<file path="src/rtl/nic_endpoint.sv">
// PE-side network interface: a tx FIFO that injects into the router on the
// matching VC phase, and an rx FIFO the PE drains through a 4-entry register map.
module nic_endpoint #(
  parameter int unsigned DATA_WIDTH = 64,
  parameter int unsigned DEPTH      = 4
) (
  input  logic                  clk,
  input  logic                  reset,
  input  logic [1:0]            addr,
  input  logic [DATA_WIDTH-1:0] d_in,
  output logic [DATA_WIDTH-1:0] d_out,
  input  logic                  nicEn,
  input  logic                  nicWrEn,
  output logic                  net_si,
  input  logic                  net_ri,
  output logic [DATA_WIDTH-1:0] net_do,
  input  logic                  net_polarity,
  input  logic                  net_so,
  output logic                  net_ro,
  input  logic [DATA_WIDTH-1:0] net_di
);

  localparam int unsigned AW = (DEPTH > 1) ? $clog2(DEPTH) : 1;
  localparam int unsigned CW = $clog2(DEPTH + 1);
  localparam logic [CW-1:0] FULL_CNT = CW'(DEPTH);
  localparam logic [AW-1:0] LAST_PTR = AW'(DEPTH - 1);

  localparam logic [1:0] ADDR_RX_POP  = 2'b00;
  localparam logic [1:0] ADDR_RX_STAT = 2'b01;
  localparam logic [1:0] ADDR_TX_PUSH = 2'b10;
  localparam logic [1:0] ADDR_TX_STAT = 2'b11;

  logic [DATA_WIDTH-1:0] r_tx_mem [DEPTH];
  logic [DATA_WIDTH-1:0] r_rx_mem [DEPTH];
  logic [AW-1:0]         r_tx_rd, r_tx_wr, r_rx_rd, r_rx_wr;
  logic [CW-1:0]         r_tx_cnt, r_rx_cnt;
  logic [DATA_WIDTH-1:0] r_d_out;

  logic                  w_tx_full, w_tx_empty, w_rx_full, w_rx_empty;
  logic                  w_rd, w_wr;
  logic                  w_tx_push, w_tx_pop, w_rx_push, w_rx_pop;
  logic [DATA_WIDTH-1:0] w_tx_head, w_rx_head, w_rd_data;

  function automatic logic [AW-1:0] ptr_inc(input logic [AW-1:0] p);
    return (p == LAST_PTR) ? '0 : p + AW'(1);
  endfunction

  // Status word: bit0 full, bit1 empty, bits[15:8] occupancy.
  function automatic logic [DATA_WIDTH-1:0] status(input logic [CW-1:0] cnt);
    logic [15:0] s;
    s = {8'(cnt), 6'd0, (cnt == '0), (cnt == FULL_CNT)};
    return DATA_WIDTH'(s);
  endfunction

  assign w_tx_full  = (r_tx_cnt == FULL_CNT);
  assign w_tx_empty = (r_tx_cnt == '0);
  assign w_rx_full  = (r_rx_cnt == FULL_CNT);
  assign w_rx_empty = (r_rx_cnt == '0);
  assign w_tx_head  = r_tx_mem[r_tx_rd];
  assign w_rx_head  = r_rx_mem[r_rx_rd];

  assign w_rd = nicEn & ~nicWrEn;
  assign w_wr = nicEn & nicWrEn;

  // Inject only when the router phase differs from the head packet's VC bit.
  assign net_si = ~w_tx_empty & net_ri & (net_polarity != w_tx_head[DATA_WIDTH-1]);
  assign net_do = w_tx_head;
  assign net_ro = ~w_rx_full;

  assign w_tx_push = w_wr & (addr == ADDR_TX_PUSH) & ~w_tx_full;
  assign w_tx_pop  = net_si;
  assign w_rx_push = net_so & net_ro;
  assign w_rx_pop  = w_rd & (addr == ADDR_RX_POP) & ~w_rx_empty;

  always_comb begin
    w_rd_data = '0;
    case (addr)
      ADDR_RX_POP:  w_rd_data = w_rx_empty ? '0 : w_rx_head;
      ADDR_RX_STAT: w_rd_data = status(r_rx_cnt);
      ADDR_TX_PUSH: w_rd_data = '0;
      ADDR_TX_STAT: w_rd_data = status(r_tx_cnt);
      default:      w_rd_data = '0;
    endcase
  end

  always_ff @(posedge clk or negedge reset) begin
    if (!reset) begin
      for (int i = 0; i < int'(DEPTH); i++) r_tx_mem[i] <= '0;
    end else if (w_tx_push) begin
      r_tx_mem[r_tx_wr] <= d_in;
    end
  end

  always_ff @(posedge clk or negedge reset) begin
    if (!reset) begin
      r_tx_rd  <= '0;
      r_tx_wr  <= '0;
      r_tx_cnt <= '0;
    end else begin
      if (w_tx_push) r_tx_wr <= ptr_inc(r_tx_wr);
      if (w_tx_pop)  r_tx_rd <= ptr_inc(r_tx_rd);
      case ({w_tx_push, w_tx_pop})
        2'b10:   r_tx_cnt <= r_tx_cnt + CW'(1);
        2'b01:   r_tx_cnt <= r_tx_cnt - CW'(1);
        default: r_tx_cnt <= r_tx_cnt;
      endcase
    end
  end

  always_ff @(posedge clk or negedge reset) begin
    if (!reset) begin
      for (int i = 0; i < int'(DEPTH); i++) r_rx_mem[i] <= '0;
    end else if (w_rx_push) begin
      r_rx_mem[r_rx_wr] <= net_di;
    end
  end

  always_ff @(posedge clk or negedge reset) begin
    if (!reset) begin
      r_rx_rd  <= '0;
      r_rx_wr  <= '0;
      r_rx_cnt <= '0;
    end else begin
      if (w_rx_push) r_rx_wr <= ptr_inc(r_rx_wr);
      if (w_rx_pop)  r_rx_rd <= ptr_inc(r_rx_rd);
      case ({w_rx_push, w_rx_pop})
        2'b10:   r_rx_cnt <= r_rx_cnt + CW'(1);
        2'b01:   r_rx_cnt <= r_rx_cnt - CW'(1);
        default: r_rx_cnt <= r_rx_cnt;
      endcase
    end
  end

  always_ff @(posedge clk or negedge reset) begin
    if (!reset)    r_d_out <= '0;
    else if (w_rd) r_d_out <= w_rd_data;
  end

  assign d_out = r_d_out;

endmodule
</file>
<file path="config.mk">
export PLATFORM = sky130hd
export DESIGN_NAME = nic_endpoint
export DESIGN_NICKNAME = d
export VERILOG_FILES = /design/src/rtl/nic_endpoint.sv
export SDC_FILE = /design/constraint.sdc
export NUM_CORES = 1
export LEC_CHECK = 0
export BUFFER_PORTS_ARGS = -buffer_cell sky130_fd_sc_hd__buf_2
export CORE_ASPECT_RATIO = 0.8
export CORE_MARGIN = 3
export CORE_UTILIZATION = 56
export DETAILED_ROUTE_END_ITERATION = 10
export PLACE_DENSITY = 0.79
export SKIP_CTS_REPAIR_TIMING = 1
export SLEW_MARGIN = 20
export SYNTH_ARGS = -nofsm -noshare
export SYNTH_HDL_FRONTEND = slang
export SYNTH_SLANG_ARGS = --single-unit
</file>
<file path="constraint.sdc">
create_clock -name clk -period 3.2 [get_ports clk]
set_clock_uncertainty 0.15 [all_clocks]
set_input_delay 0.64 -clock clk [delete_from_list [all_inputs] [get_ports clk]]
set_output_delay 0.64 -clock clk [all_outputs]
set_load 0.01 [all_outputs]
</file>
==> metrics, run 1 <==
Clk pwr share=21.4%; Pleak=13.7 nW; wirelength, routed=54000 um; status=finished, final reports clean; CTS Root Cell=clkbuf_16; final worst path period share=95.8%; Placement Setup Slack=0.524 ns; switch share=29.6%; WS Path Type=flip-flop to output pin; initial antenna violation count=17; Mapped Cells=1478; Max clock buf depth=3; max_cap viols=0; Layout Nets=1894; Core Region=44600 um2; Area growth syn-to-layout=14.9%; RSZ-0062 raised after global routing=false; max frequency=326 MHz; Synth area leader=dfrtp_1; sequential power share=43.1%; Clock transition at path regs=0.06 ns; final hold vios=0; count leader, synth=dfrtp_1; post-DP HPWL=33400 um; first-pass GRT wire length=87100 um; layout cells sized above 1=58.5%; actual slew at the worst max-slew pin=1.09 ns; FF/Latch Area=14800 um2; first-pass detailed-route iteration total=4; 1st-iter DRT viols=564; Net Count, Synth=1629; clock insertion delay at the later pin of the skew report=0.59 ns; share of flip-flops with an asynchronous set or reset=100%; FP Rows=69; pin count of the biggest net entering global routing=87; post-synthesis sequential area ratio=58.0%; IO buf count=266; relative slew slack=27.3%; total die area=48100 um2; Setup TNS Final=0 ns; Crit path arrival time=2.27 ns; vias in the first global route=15500; Ys Warns=0; Final WS setup=0.136 ns; area of the multi-input gates=10100 um2; Pwr per Cell Area=1020 nW/um2; GRT Overall Usage=23.0%; number of synthesized flops with an enable pin=0; DRC=0; Mapped Avg Cell Area=17.2 um2; I/O pins=267; Netlist cell types=33; routed len/inst=22.6 um; top cell type's share of synthesized area=58.0%; part of the power in combinational logic=35.5%; HP Class=input pin to flip-flop; GPL Wtd Cong=0.742; Antenna Nets Post-Route=0; H-Tree Depth=2; worst-path fanout max=66; vias post-DR=14000; Via-to-Cell Ratio=5.87; WP data required=2.41 ns; peak supply drop=561 uV; fin crit period=3.06 ns; total gr overflow=0; Final Slew Violations=0; cell area after synthesis=25500 um2; CTS tree=yes; Die H=197 um; type of origin of the critical path=flip-flop; Power Internal=20.9 mW; Synth area leaders=dfrtp_1 (58%), mux2_2 (20%), mux4_2 (11%); Initial Util=57.1%; final-layout fill cell count=3138; Post-synth top cells=dfrtp_1 (590), mux2_2 (463), mux4_2 (128), a22o_1 (59), mux2_4 (54); clock sinks=590; CP endpoint kind=output pin; Main synth FF type=dfrtp_1; number of setup violations in the final report=0; Switching Power=8.79 mW; CTS buffer count=55; synthesis-stage register bit count=590; Die X=244 um
kinds of logic after synthesis:
logic type | share of synthesized area [%]
compound gates | 2.60
buf+inv | 2.44
mux | 35.0
fa+ha+maj | 0.747
simple gates | 0.997
xor+xnor | 0.241
flops | 58.0
per-layer routing:
| metal | global-route usage, % | vias to the layer above | wire length [um] |
|---|---|---|---|
| met5 | 0 | - | 149 |
| met4 | 6.32 | 24 | 1090 |
| met3 | 5.45 | 99 | 3100 |
| met2 | 39.2 | 272 | 27300 |
| met1 | 30.2 | 7544 | 22400 |
| li1 | - | 6100 | - |
critical path, cell delays in order, from the launching register on:
cell and delay, ns:
dfrtp_4 0.45, buf_16 0.41, mux4_2 0.60, buf_2 0.17
power by group through the flow:
stage	Clock (mW)	Sequential [mW]	Combinational [mW]
3_5_place_dp	0	12.9	10.7
3_3_place_gp	0	12.6	10.3
6_report	6.37	12.8	10.5
5_1_grt	6.83	13.2	11.4
4_1_cts	6.53	12.8	10.7
2_1_floorplan	0	12.2	8.01
registers in the layout, indices dropped and copies added (netlist names):
| register | flops |
|---|---|
| r_rx_wr | 2 |
| r_tx_wr | 2 |
| r_tx_cnt | 3 |
| r_tx_rd | 2 |
| r_rx_mem | 256 |
| r_rx_cnt | 3 |
| d_out | 64 |
| r_tx_mem | 256 |
| r_rx_rd | 2 |
final cells by class:
cell class | count | share of cell area [%]
Multi-Input combinational cell | 784 | 34.6
Inverter | 12 | 0.154
Clock inverter | 9 | 0.338
Clock buffer | 86 | 5.65
Timing Repair Buffer | 300 | 6.17
Sequential cell | 590 | 50.5
Tap cell | 603 | 2.58
Antenna cell | 6 | 0.0513
path summary, 6_finish.rpt:
kind / start / depth (start not counted) / slack (ns) / end
worst max register to register: r_tx_rd[0] / 9 / 0.50 / r_tx_cnt[2]
worst min register to register: d_out[0] / 2 / 0.33 / d_out[0]
worst max-delay path: r_tx_rd[0] / 3 / 0.14 / net_do[2]
max in group asynchronous: reset / 3 / 1.59 / r_tx_rd[0]
worst min-delay path: net_di[28] / 2 / 0.17 / r_rx_mem[220]
min in group asynchronous: reset / 2 / 0.43 / r_tx_mem[148]
cell usage in the layout (no fill, tap or decap), types with 6 or more instances in the layout:
master     synthesis  routed
dfrtp_1          590     586
mux2_2           463     463
buf_2             34     265
mux4_2           128     128
a22o_1            59      59
clkbuf_16          0      55
mux2_4            54      54
buf_4              0      17
clkbuf_8           0      16
clkbuf_1          27      15
buf_12             0      15
nand2_1           17      13
inv_1             12      12
ha_1              12      12
o21ai_0           11      11
nor2_1             8       8
diode_2            0       6
clkinv_2           0       6
metrics by stage:
step,util (%),instances,hold WS [ns],area (um2),total power [mW]
6_report,65.6,2390,0.173,29300,29.7
5_1_grt,65.6,2388,0.147,29300,31.4
4_1_cts,65.5,2383,-0.181,29200,30.0
3_5_place_dp,61.6,2288,0.323,27500,23.6
3_3_place_gp,61.6,2288,0.314,27500,22.9
2_1_floorplan,-,1478,0.194,25500,20.2
Note: power is estimated with default switching activity, not from simulation.
==> run 2, diff against run 1 <==
- REMOVE_ABC_BUFFERS: default -> 1
==> run 2 against run 1 <==
  * Design area rose by 0.59%
  * Critical path depth rose by 1
  * Clock power increased by 5.8%
  * Via count fell by 0.13%
  * Utilization is 0.39 points higher
  * Register-to-register slack worse by 0.04 ns
  * Critical endpoint is now net_si
  * Largest cell class unchanged
==> metrics, run 2 (synthesized netlist as in run 1, its figures left out) <==
Antenna Nets Post-Route=0; WL met1=22600 um; FF/Latch Area=14800 um2; peak supply drop=604 uV; total gr overflow=0; total die area=48100 um2; I/O pins=267; final-layout fill cell count=3070; Final Slew Violations=0; H-Tree Depth=2; most frequent cells in the layout=dfrtp_1 (586), mux2_2 (463), buf_2 (265); Initial Util=57.1%; DP Cell Count=2288; sequential power share=42.4%; Die H=197 um; worst reg2reg path startpoint=r_tx_rd[0]; relative slew slack=36.4%; WS Path Type=flip-flop to output pin; 1st-iter DRT viols=594; Layout Nets=1894; FP Rows=69; Design Power=30.2 mW; DRC=0; reg2reg setup slack=0.46 ns; max frequency=332 MHz; IO buf count=266; switch share=29.4%; Power Internal=21.3 mW; layout cells sized above 1=58.4%; fin crit period=3.01 ns; type of origin of the critical path=flip-flop; Placement Setup Slack=0.546 ns; Pwr per Cell Area=1030 nW/um2; routed len/inst=22.6 um; Clk pwr share=22.3%; vias post-DR=14000; clock sinks=590; wirelength, routed=54200 um; final worst path period share=94.1%; initial antenna violation count=13; Pleak=13.8 nW; number of setup violations in the final report=0; actual slew at the worst max-slew pin=0.954 ns; GRT Overall Usage=22.7%; Clock transition at path regs=0.06 ns; Crit path arrival time=2.22 ns; CTS tree=yes; Die X=244 um; FF-to-FF path depth=9; Switching Power=8.87 mW; wire length on met2=26900 um; post-DP HPWL=32900 um; Area growth syn-to-layout=15.6%; CTS buffer count=54; max_cap viols=0; most common cell after layout, fill and taps aside=dfrtp_1; first-pass detailed-route iteration total=4; Hold Crit Start=net_di[10]; pin count of the biggest net entering global routing=71; Via-to-Cell Ratio=5.85; top layer in use=met5; Worst Setup SP=r_tx_rd[0]; Max clock buf depth=3; HP Class=input pin to flip-flop; status=finished, final reports clean; WP data required=2.41 ns; first-pass GRT wire length=85800 um; part of the power in combinational logic=35.3%; RSZ-0062 raised after global routing=false; Finished Layout Cells=2398; CTS Root Cell=clkbuf_16; CP endpoint kind=output pin; Core Region=44600 um2; wire length on met3=3380 um; Hold Path Stages=2; worst-path fanout max=4; vias in the first global route=15200; final hold vios=0; GPL Wtd Cong=0.769; area of the multi-input gates=10100 um2; clock insertion delay at the later pin of the skew report=0.59 ns; Final WS setup=0.189 ns
## run 2: changes by cell type in the layout (fill, tap and decap cells not counted), sizes merged
cell / delta
clkbuf: +4
bufinv: +3
diode: +2
inv: -1
## run 2: power by group through the flow
stage | sequential [mW] | combinational (mW) | clock [mW]
final | 12.8 | 10.7 | 6.74
after global routing | 13.2 | 11.5 | 7.21
after CTS | 12.8 | 10.8 | 6.90
after detailed placement | 12.8 | 10.7 | 0
after global placement | 12.6 | 10.4 | 0
after floorplan | 12.8 | 7.52 | 0
## run 2: final cells by class
class                           instances  share of cell area [%]
Antenna cell                            8                  0.0680
Timing Repair Buffer                  301                    6.35
Clock inverter                         11                   0.612
Inverter                               12                   0.153
Clock buffer                           89                    5.73
Tap cell                              603                    2.56
Multi-Input combinational cell        784                    34.3
Sequential cell                       590                    50.2
## run 2: worst max-delay path, cell delays in order (launching register included)
cell and delay [ns]:
dfrtp_4 0.50, mux4_2 0.54, xor2_1 0.15, o311a_1 0.26
buf_2 0.17
## run 2: metal layers
layer  vias to the layer above  track usage (%)
met5                         -                0
met2                       292             37.7
li1                       6098                -
met3                        99             5.85
met4                        16             6.49
met1                      7516             30.1
## run 2: path summary, 6_finish.rpt
kind,end
worst max-delay path,net_si
worst min-delay path,r_rx_mem[138]
worst max register to register,r_tx_cnt[2]
worst min register to register,d_out[10]
max in group asynchronous,r_rx_mem[20]
min in group asynchronous,r_tx_mem[223]
## run 2: per-stage QoR
| step | hold WS [ns] | instance area (um2) | utilization (%) | TNS, ns |
|---|---|---|---|---|
| detailed placement | 0.318 | 27500 | 61.6 | 0 |
| CTS | -0.147 | 29400 | 65.8 | -0.00776 |
| finish | 0.163 | 29400 | 65.9 | 0 |
| global route | 0.140 | 29400 | 65.9 | 0 |
| floorplan | 0.194 | 24900 | - | -192.72 |
| global placement | 0.309 | 27500 | 61.6 | 0 |
==> run 3, diff against run 2 <==
- BUFFER_PORTS_ARGS: -buffer_cell sky130_fd_sc_hd__buf_2 -> -buffer_cell sky130_fd_sc_hd__buf_4
==> run 3 against run 2 <==
  * Worst hold slack got worse by 0.014 ns
  * Sequential power hardly changed
  * Total power increased by 1.6%
  * Clock power shrank 0.7%
  * Critical path depth unchanged
  * Register-to-register slack barely moved
  * Maximum frequency rose by 0.48%
  * Wire length is 0.78% lower
  * First-iteration DRC count grew 26%
  * Critical endpoint unchanged
==> metrics, run 3 (synthesized netlist as in run 1, its figures left out) <==
GPL Wtd Cong=0.797; actual slew at the worst max-slew pin=0.901 ns; first-pass detailed-route iteration total=4; Via-to-Cell Ratio=5.85; switch share=29.1%; max frequency=334 MHz; Worst path max stage delay=0.55 ns; vias in the first global route=15300; critical path's slowest cell=mux4_2; GRT Overall Usage=22.6%; H-Tree Depth=2; Die H=197 um; Pleak=13.9 nW; Die X=244 um; Core Region=44600 um2; WP data required=2.41 ns; Area growth syn-to-layout=17.8%; initial antenna violation count=5; sequential power share=41.8%; IO buf count=266; routed len/inst=22.4 um; pin count of the biggest net entering global routing=85; clock insertion delay at the later pin of the skew report=0.59 ns; Max clock buf depth=3; Final Slew Violations=0; most frequent cells in the layout=dfrtp_1 (586), mux2_2 (463), buf_4 (282); most common cell after layout, fill and taps aside=dfrtp_1; part of the power in combinational logic=36.4%; Hold Path Stages=2; FP Rows=69; Initial Util=57.1%; I/O pins=267; 1st-iter DRT viols=748; number of setup violations in the final report=0; max_cap viols=0; vias post-DR=14000; wirelength, routed=53700 um; DRC=0; CP cell instances=mux4_2 -> xor2_1 -> o311a_1 -> buf_4; HP Class=input pin to flip-flop; CP endpoint kind=output pin; WS Path Type=flip-flop to output pin; fin area=30000 um2; CTS tree=yes; Antenna Nets Post-Route=0; Power Internal=21.8 mW; final hold slack=0.149 ns; CTS Root Cell=clkbuf_16; Pwr per Cell Area=1020 nW/um2; RSZ-0062 raised after global routing=false; first-pass GRT wire length=85600 um; Crit path arrival time=2.21 ns; Clk pwr share=21.8%; total gr overflow=0; placed instance area=28100 um2; layout cells sized above 1=58.2%; worst-path fanout max=4; post-DP HPWL=32300 um; status=finished, final reports clean; FF/Latch Area=14800 um2; final hold vios=0; clock sinks=590; total die area=48100 um2; Switching Power=8.93 mW; Clock transition at path regs=0.06 ns; fin crit period=3.00 ns; FF-to-FF path depth=9; area of the multi-input gates=10100 um2; peak supply drop=582 uV; final-layout fill cell count=2956; CTS buffer count=56; type of origin of the critical path=flip-flop; final worst path period share=93.6%; Layout Nets=1895; Final Util=67.2%; relative slew slack=39.9%
-- run 3: stage by stage --
stage	setup TNS (ns)	setup WS (ns)	total power, mW	instances
global placement	0	0.579	23.5	2287
CTS	0	0.0161	31.0	2388
detailed placement	0	0.547	24.1	2287
global route	0	0.102	32.4	2391
floorplan	-192.72	-2.90	20.3	1386
finish	0	0.204	30.7	2395
-- run 3: routing by layer --
metal,up-vias,track usage (%),part of all wire (%)
met5,-,0,0.024
met4,2,5.75,1.8
met3,76,5.97,6.7
met2,318,37.6,49
met1,7525,30.0,42
li1,6093,-,-
-- run 3: worst paths after layout --
kind	endpoint	from	slack, ns
worst max-delay path	net_si	r_tx_rd[0]	0.20
worst max register to register	r_tx_cnt[2]	r_tx_rd[0]	0.46
worst min-delay path	r_tx_mem[176]	d_in[48]	0.15
min in group asynchronous	r_tx_mem[176]	reset	0.51
max in group asynchronous	r_tx_mem[171]	reset	1.43
worst min register to register	d_out[9]	d_out[9]	0.35
-- run 3: power groups by stage --
stage          clock, mW  combinational, mW  sequential, mW
3_3_place_gp           0               10.9            12.6
6_report            6.69               11.2            12.8
4_1_cts             6.86               11.3            12.8
5_1_grt             7.17               12.0            13.2
3_5_place_dp           0               11.2            12.9
2_1_floorplan          0               7.52            12.8
-- run 3: layout make-up --
cell class	instances	area share [%]
antenna	5	0.0417
clock buffer	86	5.35
clock inverter	15	0.792
inverter	12	0.150
multi-input combinational	784	33.7
sequential	590	49.2
tap	603	2.51
timing repair buffer	300	8.25
-- run 3: critical path, delay by kind of cell, from the launching register on --
family / cells / cell delay [ns]
AOI/OAI and AO/OA: 1 / 0.26
xor gates and xnor gates: 1 / 0.15
muxes: 1 / 0.55
DFF: 1 / 0.50
buffers and inverters: 1 / 0.15
